<file path="src/rtl/sha256_pkg.sv">
// Shared types for the sha256 core and the requester scheduler in front of it.
//   ShaContext  : job descriptor handed to the core on ctx_vld/ctx_rdy
//   SchedState  : scheduler FSM encoding
//   SHA_SCHED_TIMEOUT_DEFAULT : default per-job watchdog, in core-busy cycles
package sha256_pkg;

    typedef struct packed {
        logic [31:0] msg_addr;     // job-relative start of the message
        logic [31:0] msg_len;      // message length in bytes
        logic [31:0] digest_addr;  // job-relative digest destination
        logic [7:0]  flags;        // core mode bits, passed through untouched
    } ShaContext;

    typedef enum logic [2:0] {
        IDLE,
        ISSUE,
        WAIT_LOW,
        RUN,
        DONE,
        ABORT,
        DRAIN
    } SchedState;

    localparam int SHA_SCHED_TIMEOUT_DEFAULT = 4096;

endpackage

</file>
<file path="src/rtl/rr_arbiter.sv">
// Combinational round-robin arbiter.
// Picks the first asserted request at or after ptr, wrapping at N_REQ.
//   req       in   N_REQ  request vector
//   ptr       in   ID_W   highest-priority index this round (< N_REQ)
//   grant     out  N_REQ  one-hot grant, zero when no request
//   grant_idx out  ID_W   index of the granted request
//   grant_vld out  1      at least one request present
module rr_arbiter #(
    parameter int N_REQ = 4,
    parameter int ID_W  = $clog2(N_REQ)
) (
    input  logic [N_REQ-1:0] req,
    input  logic [ID_W-1:0]  ptr,
    output logic [N_REQ-1:0] grant,
    output logic [ID_W-1:0]  grant_idx,
    output logic             grant_vld
);

    // One extra bit so ptr + offset cannot overflow before the wrap compare.
    localparam logic [ID_W:0] N_WIDE = (ID_W+1)'(N_REQ);

    logic [ID_W:0]   sum;
    logic [ID_W-1:0] idx;

    always_comb begin
        grant     = '0;
        grant_idx = '0;
        grant_vld = 1'b0;
        sum       = '0;
        idx       = '0;
        for (int i = 0; i < N_REQ; i++) begin
            sum = {1'b0, ptr} + (ID_W+1)'(i);
            if (sum >= N_WIDE) begin
                sum = sum - N_WIDE;
            end
            idx = sum[ID_W-1:0];
            if (!grant_vld && req[idx]) begin
                grant[idx] = 1'b1;
                grant_idx  = idx;
                grant_vld  = 1'b1;
            end
        end
    end

endmodule

</file>
<file path="src/rtl/sha256_sched.sv">
// Round-robin scheduler sharing one sha256 core between N_REQ requesters.
//   clk, rst_n      clock, async active-low reset
//   req_vld/req_rdy per-requester context handshake (req_rdy one-hot, IDLE only)
//   req_ctx         per-requester ShaContext
//   req_base        per-requester memory base byte address
//   done / err      one-cycle pulses to the owner: normal finish / watchdog abort
//   core_ctx_vld/core_ctx_rdy/core_ctx   issue port to the core
//   core_mem_addr   job-relative address from the core
//   mem_addr        core_mem_addr relocated by the owner's base (mod 2^32)
//   busy            a job is owned (stays high through an abort drain)
//   owner           current / last granted requester
//
// state    | meaning
// ---------+-----------------------------------------------------------
// IDLE     | no job; arbitrate req_vld, latch winner's context and base
// ISSUE    | core_ctx_vld high, context held until the core accepts
// WAIT_LOW | accepted; wait for core to drop ctx_rdy (2 cycles high = empty job)
// RUN      | core hashing; watchdog counting
// DONE     | done pulse to owner, release
// ABORT    | err pulse to owner after watchdog expiry
// DRAIN    | aborted job still running in the core; wait for it to go idle
module sha256_sched
    import sha256_pkg::*;
#(
    parameter int N_REQ   = 4,
    parameter int TIMEOUT = SHA_SCHED_TIMEOUT_DEFAULT,
    parameter int ID_W    = $clog2(N_REQ)
) (
    input  logic                   clk,
    input  logic                   rst_n,
    input  logic [N_REQ-1:0]       req_vld,
    output logic [N_REQ-1:0]       req_rdy,
    input  ShaContext [N_REQ-1:0]  req_ctx,
    input  logic [N_REQ-1:0][31:0] req_base,
    output logic [N_REQ-1:0]       done,
    output logic [N_REQ-1:0]       err,
    output logic                   core_ctx_vld,
    input  logic                   core_ctx_rdy,
    output ShaContext              core_ctx,
    input  logic [31:0]            core_mem_addr,
    output logic [31:0]            mem_addr,
    output logic                   busy,
    output logic [ID_W-1:0]        owner
);

    localparam int TMR_W = $clog2(TIMEOUT + 1);
    localparam logic [TMR_W-1:0] TMR_LAST = TMR_W'(TIMEOUT - 1);

    SchedState        state;
    logic [ID_W-1:0]  rr_ptr;
    logic [31:0]      base_q;
    logic [TMR_W-1:0] timer;

    logic [N_REQ-1:0] grant;
    logic [ID_W-1:0]  grant_idx;
    logic             grant_vld;
    logic [N_REQ-1:0] owner_oh;
    logic [ID_W-1:0]  next_ptr;

    rr_arbiter #(
        .N_REQ (N_REQ),
        .ID_W  (ID_W)
    ) u_arb (
        .req       (req_vld),
        .ptr       (rr_ptr),
        .grant     (grant),
        .grant_idx (grant_idx),
        .grant_vld (grant_vld)
    );

    // Grant is visible to requesters only while arbitrating.
    assign req_rdy  = (state == IDLE) ? grant : '0;
    assign mem_addr = core_mem_addr + base_q;
    assign owner_oh = N_REQ'(1) << owner;
    // Finished owner drops to lowest priority next round.
    assign next_ptr = (owner == ID_W'(N_REQ - 1)) ? '0 : owner + ID_W'(1);

    always_ff @(posedge clk or negedge rst_n) begin
        if (!rst_n) begin
            state        <= IDLE;
            rr_ptr       <= '0;
            owner        <= '0;
            base_q       <= '0;
            timer        <= '0;
            core_ctx     <= '0;
            core_ctx_vld <= 1'b0;
            busy         <= 1'b0;
            done         <= '0;
            err          <= '0;
        end else begin
            done <= '0;
            err  <= '0;
            case (state)
                IDLE: begin
                    if (grant_vld) begin
                        core_ctx     <= req_ctx[grant_idx];
                        base_q       <= req_base[grant_idx];
                        owner        <= grant_idx;
                        busy         <= 1'b1;
                        core_ctx_vld <= 1'b1;
                        state        <= ISSUE;
                    end
                end
                ISSUE: begin
                    if (core_ctx_rdy) begin
                        core_ctx_vld <= 1'b0;
                        timer        <= '0;
                        state        <= WAIT_LOW;
                    end
                end
                WAIT_LOW: begin
                    // Timer runs from accept so the watchdog covers this state too.
                    timer <= timer + TMR_W'(1);
                    if (!core_ctx_rdy) begin
                        state <= RUN;
                    end else if (timer == TMR_W'(1)) begin
                        done  <= owner_oh;
                        state <= DONE;
                    end
                end
                RUN: begin
                    timer <= timer + TMR_W'(1);
                    if (core_ctx_rdy) begin
                        done  <= owner_oh;
                        state <= DONE;
                    end else if (timer == TMR_LAST) begin
                        err   <= owner_oh;
                        state <= ABORT;
                    end
                end
                DONE: begin
                    rr_ptr <= next_ptr;
                    busy   <= 1'b0;
                    state  <= IDLE;
                end
                ABORT: begin
                    rr_ptr <= next_ptr;
                    state  <= DRAIN;
                end
                DRAIN: begin
                    // The core cannot be reset from here; it must finish on its own.
                    if (core_ctx_rdy) begin
                        busy  <= 1'b0;
                        state <= IDLE;
                    end
                end
                default: begin
                    state <= IDLE;
                end
            endcase
        end
    end

endmodule

</file>
<file path="config.mk">
export PLATFORM = sky130hd
export DESIGN_NAME = sha256_sched
export DESIGN_NICKNAME = d
export VERILOG_FILES = /design/src/rtl/sha256_pkg.sv /design/src/rtl/rr_arbiter.sv /design/src/rtl/sha256_sched.sv
export SDC_FILE = /design/constraint.sdc
export NUM_CORES = 1
export LEC_CHECK = 0
export CAP_MARGIN = 10
export CORE_AREA = 2 2 286 288
export CTS_BUF_LIST = sky130_fd_sc_hd__clkbuf_4
export DETAILED_ROUTE_END_ITERATION = 10
export DIE_AREA = 0 0 288 290
export PLACE_DENSITY = 0.38
export SLEW_MARGIN = 40
export SYNTH_ARGS = -nofsm -noshare
export SYNTH_HDL_FRONTEND = slang
export SYNTH_SLANG_ARGS = --single-unit
</file>
<file path="constraint.sdc">
create_clock -name clk -period 4.6 [get_ports clk]
set_input_delay 0.46 -clock clk [delete_from_list [all_inputs] [get_ports clk]]
set_output_delay 0.46 -clock clk [all_outputs]
set_load 0.01 [all_outputs]
</file>
---- Yosys cells after proc, flatten, opt, wreduce, memory -nomap -nowiden ----
Cells that the tools add are included.
storage, ports and cells
  input port bits ......................... 583
  output and inout port bits .............. 152
  register bits after elaboration ......... 166
  logic and storage cells ................. 134
cells by class
  shift operators ......................... 1
  bitwise logic cells ..................... 3
  add/subtract/negate cells ............... 10
  mux-type cells .......................... 59
  eq/ne operators ......................... 14
  reductions and logical operators ........ 21
  $lt $le $gt $ge ......................... 13
operators by type and width
  kind                                                                                  count
  104-bit binary-select mux with 2-bit select                                           1
  104-bit two-way mux                                                                   1
  32-bit binary-select mux with 2-bit select                                            1
  4-bit two-way mux                                                                     11
  32-bit adder                                                                          1
  32-bit two-way mux                                                                    1
  13-bit case mux with 2 select lines                                                   1
  3-bit two-way mux                                                                     7
  2-bit two-way mux                                                                     9
  3-bit case mux with 6 select lines                                                    1
  2-bit by 3-bit < comparator with 1-bit output (second input constant)                 5
  1-bit two-way mux                                                                     14
  13-bit by 1-bit adder with 13-bit output (second input constant)                      1
  13-bit by 1-bit == test with 1-bit output (second input constant)                     1
  13-bit by 12-bit == test with 1-bit output (second input constant)                    1
  13-bit two-way mux                                                                    1
  4-bit bitwise OR                                                                      3
  3-bit == test (second input constant)                                                 3
  3-bit greater-or-equal comparator (second input constant)                             3
  1-bit binary-select mux with 2-bit select                                             4
  1-bit demux with 2-bit select                                                         4
  2-bit by 1-bit greater-or-equal comparator with 1-bit output (second input constant)  4
  4-bit case mux with 2 select lines                                                    1
  2-bit by 1-bit subtractor with 2-bit output (second input constant)                   4
  21 further kinds                                                                      38

---- Logic depth before layout (Yosys ltp) ----
Gate-level depths: netlist of run 1.
  depth in word-level cells ............... 16
  depth in mapped cells ................... 13
  mapped depth without buffers ............ 10

---- Hierarchy ----
Synthesis of run 1 repeated with hierarchy kept, for this count alone.
unflattened totals
  cells, all modules ...................... 872
  area, all modules ....................... 11685.0 um^2
by module, submodules not included
  module        sequential area each (um^2)  instances  cells an instance  area each (um^2)
  sha256_sched  4154.0                       1          827                11263.3
  rr_arbiter    0.0                          1          45                 421.7

---- Least setup slack after synthesis of run 1 ----
OpenSTA, ideal clock, no wires.
  kind .................................... register -> register
  start point ............................. reg rr_ptr[0]
  end point ............................... reg base_q[26]
  setup slack ............................. 1288 ps
  cell stages (with the launch flop) ...... 14
  required time ........................... 4467 ps
  arrival ................................. 3179 ps
  library setup time ...................... 133 ps
  period minus slack after synthesis ...... 3312 ps
  path buffers ............................ 4
  cell sequence ........................... dfrtp_1 buf_6 inv_1 ha_1 clkbuf_1 mux4_2 nor3_4 and2b_4 nor2_2 a31oi_4 buf_12 buf_12 mux2i_1 o221ai_2
between the ends
  cells in the longest elaborated chain, start to end .. 16
  elaborated cells between the ends (all ways) .. 40
  those cells by class .................... add/sub: 7; order compare: 4; mux: 22; reduce/logical: 7
RTL lines
  what                                                                             line                 text
  from (decl)                                                                      sha256_sched.sv:50   logic [ID_W-1:0] rr_ptr;
  from (signal assigned)                                                           sha256_sched.sv:132  rr_ptr <= next_ptr;
  from (signal assigned)                                                           sha256_sched.sv:137  rr_ptr <= next_ptr;
  branches (longest 16 deep; another with 2-bit by 1-bit adder with 3-bit output)  -
  to (signal assigned)                                                             sha256_sched.sv:97   base_q <= req_base[grant_idx];
  to (decl)                                                                        sha256_sched.sv:51   logic [31:0] base_q;
Parallel ways; which one is timed is not known. The select of a mux whose other input is x is not followed.
A chain may end at the register's enable or synchronous reset.

---- Worst setup path after layout of run 1 ----
  start point ............................. reg base_q[4]
  end point ............................... out mem_addr[29]
between the ends
  cells in the longest elaborated chain, start to end .. 1
RTL lines
  what          line                text
  32-bit adder  sha256_sched.sv:73  assign mem_addr = core_mem_addr + base_q;
  to (decl)     sha256_sched.sv:41  output logic [31:0] mem_addr,
No other way between the ends.

==> results of run 1 <==
-- through the flow --
step	std cells	instance area, um^2	utilization, %	setup slack (ns)	TNS [ns]
3_5_place_dp	2965	21500	26.8	0.366	0
6_report	3003	21800	27.2	0.257	0
4_1_cts	2997	21800	27.2	0.0174	0
3_3_place_gp	2965	21500	26.8	0.385	0
5_1_grt	3003	21800	27.2	-0.104	-0.104
2_1_floorplan	1221	13200	-	1.29	0
-- cell type report --
type	instances	share of cell area (%)
clock buffer	19	0.653
clock inverter	12	0.648
inverter	17	0.292
antenna	6	0.0688
timing repair buffer	780	35.9
sequential	166	19.0
multi-input combinational	943	37.3
tap	1060	6.07
-- worst min path at each step --
stage	start	end	slack (ns)	cells after the start
floorplan	rst_n	base_q[0]	0.16	0
global placement	core_ctx_vld	core_ctx_vld	0.46	2
detailed placement	rst_n	core_ctx[23]	0.45	1
CTS	rst_n	core_ctx[23]	0.15	2
global route	rst_n	core_ctx[27]	0.16	2
finish	rst_n	core_ctx[27]	0.23	2
-- state kept, by name, indices dropped and copies added (netlist names) --
name / cells
owner: 2
state: 3
done: 4
core_ctx: 104
timer: 13
core_ctx_vld: 1
rr_ptr: 2
busy: 1
err: 4
base_q: 32
-- routing by layer --
metal,routed length (um),track usage (%)
met1,27200,18.2
met2,36500,29.6
met3,3500,3.42
met4,692,3.75
met5,23,0
-- logic make-up (layout without fill, tap and decap cells) --
logic type      after synthesis  in the layout
fa+ha+maj                    46             46
other cells                   0              6
buf+inv                     112            828
mux                         288            288
simple gates                302            302
compound gates              280            280
xor+xnor                     27             27
flops                       166            166
-- cell usage after synthesis (all sizes together), types with 4 or more instances --
cell type / n / area share, %
a211oi: 4 / 0.23
a21o: 14 / 0.80
a21oi: 29 / 1.1
a221oi: 5 / 0.33
a22oi: 4 / 0.23
a31oi: 12 / 0.68
and2: 12 / 0.57
buf: 64 / 5.5
clkbuf: 31 / 0.88
dfrtp: 166 / 32
ha: 45 / 4.3
inv: 17 / 0.48
mux2: 8 / 0.68
mux2i: 277 / 21
nand2: 179 / 5.1
nand2b: 11 / 0.52
nand3: 14 / 0.53
nand4: 10 / 0.47
nor2: 38 / 1.1
nor2b: 4 / 0.19
nor3: 12 / 0.54
nor4: 5 / 0.24
o21ai: 30 / 1.1
o21bai: 6 / 0.34
o221ai: 139 / 16
o311ai: 4 / 0.27
o31ai: 4 / 0.23
o41ai: 6 / 0.40
xnor2: 17 / 1.1
xor2: 10 / 0.66
-- power breakdown --
| part | total (W) | switching [W] | internal, W | leakage (nW) |
|---|---|---|---|---|
| sequential | 0.00260 | 0.000450 | 0.00215 | 2.07 |
| clock | 0.00101 | 0.000666 | 0.000341 | 0.146 |
| combinational | 0.0110 | 0.00586 | 0.00514 | 6.38 |
-- repair_timing --
action,4_1_cts,5_1_grt
hold endpoints to repair,85,0
endpoints found under the setup margin,2,2
pin swaps,0,0
buffers inserted,0,0
hold buffers,1,0
resized for setup,4,2
==> flow_summary.json, run 1 <==
{
  "via_per_inst": 4.21,
  "cp.depth": 10,
  "final_nets": 2554,
  "hold_slack_ns": 0.229,
  "cp-start-kind": "register",
  "rows": 104,
  "postRouteAntennaNets": 0,
  "syn_to_final_growth_pct": 65.8,
  "r2r_end": "core_ctx[25]",
  "synth.area.mux_share_pct": 22.2,
  "yosysWarnings": 0,
  "post-route-period-util_pct": 94.4,
  "num_vias": 12700,
  "grt_pass1_vias": 13800,
  "hold_class": "primary input to asynchronous set/reset pin",
  "seq_area_um2": 4150,
  "syn_nets": 1850,
  "clockRootBuffer": "clkbuf_4",
  "antenna_found_initial": 7,
  "crit_arrival_ns": 3.88,
  "power_density_nw_per_um2": 669,
  "crit_start": "base_q[4]",
  "wl_per_cell_um": 22.6,
  "clock-sinks": 166,
  "worst_r2r_startpoint": "rr_ptr[0]",
  "grt.total_usage_pct": 15.9,
  "path_delay_family": "compound AO/OA/AOI/OAI gates",
  "rrSetupSlack_ns": 0.88,
  "path_cells": "ha_1 > nand2_1 > nor3_1 > buf_4 > o2111ai_1 > a31oi_2 > o221ai_1 > o41ai_2 > xor2_1 > clkdlybuf4s50_1",
  "first_pass_iters": 5,
  "ir_worst_vdd_mv": 0.473,
  "r2r_cells": 11,
  "maxCapViolations": 0,
  "grt_overflow_total": 0,
  "async_flop_share_pct": 100,
  "synth_edf_count": 0,
  "setup_violations": 0,
  "fill_cells": 8560,
  "htreeDepth": 4,
  "synth_area_um2": 13200,
  "layout-drive-gt1-share_pct": 12.2,
  "grt_pass1_wl_um": 97000,
  "synth_top_family_by_area": "compound AO/OA/AOI/OAI gates",
  "clk_pin_slew_ns": 0.18,
  "cp-end-kind": "output port",
  "core_um2": 80200,
  "synth-main-ff-cell": "dfrtp_1",
  "synth-simple-area-share_pct": 10.2,
  "yosys.cell_types.count": 67,
  "gp_congestion": 0.872,
  "io_pins": 735,
  "min_period_ns": 4.34,
  "critPathSlowestCell": "clkdlybuf4s50_1",
  "yosysSeqAreaShare_pct": 31.5,
  "clock-skew-final_ns": 0.0279,
  "path_class": "register to output port",
  "path_max_fanout": 4,
  "layout_commonest_cell": "clkdlybuf4s50_1",
  "die_w_um": 288,
  "synthXorXnorAreaFrac_pct": 1.80,
  "drc": 0,
  "syn_area_per_cell_um2": 10.8,
  "numPortBuffers": 734,
  "max_freq_mhz": 230,
  "max-slew-margin-rel_pct": 48.0,
  "hold_viol_final": 0,
  "cts_buffers": 17,
  "synth_seq_cells": 166,
  "synth_compound_area_share_pct": 22.9,
  "netlist_instances": 1221,
  "p_total_w": 0.0146,
  "p_leak_nw": 8.60,
  "initial_core_util_pct": 16.4,
  "rsz0062_at_grt": "true",
  "clk_latency_ns": 0.72,
  "grt_max_degree": 97,
  "dp_hpwl_um": 54900,
  "multi_input_comb_area_um2": 8150,
  "cts_tree": "done",
  "dieArea_um2": 83500,
  "worst_pin_slew_ns": 0.780,
  "wirelength_um": 67900,
  "cts_buffer_depth": 2,
  "path_buf_inv": 2,
  "critPathMaxStageDelay_ns": 0.59,
  "layout_common_cells": "clkdlybuf4s50_1 (732), mux2i_1 (277), nand2_1 (179)",
  "drtIter0Drc": 598,
  "synthAdderAreaFrac_pct": 4.43,
  "status": "finished clean",
  "worstPathRequired_ns": 4.14,
  "drv_slew": 0,
  "dieHeight_um": 290,
  "worstSetupEndpoint": "mem_addr[29]"
}
Power figures use the tool's default switching activity.
==> run 2, diff against run 1 <==
--- a/config.mk
+++ b/config.mk
@@ -5,6 +5,7 @@
 export SDC_FILE = /design/constraint.sdc
 export NUM_CORES = 1
 export LEC_CHECK = 0
+export ABC_CLOCK_PERIOD_IN_PS = 4600
 export CAP_MARGIN = 10
 export CORE_AREA = 2 2 286 288
 export CTS_BUF_LIST = sky130_fd_sc_hd__clkbuf_4
==> results of run 2 <==
No change in the layout: final DEF, timing and power equal those of run 1.
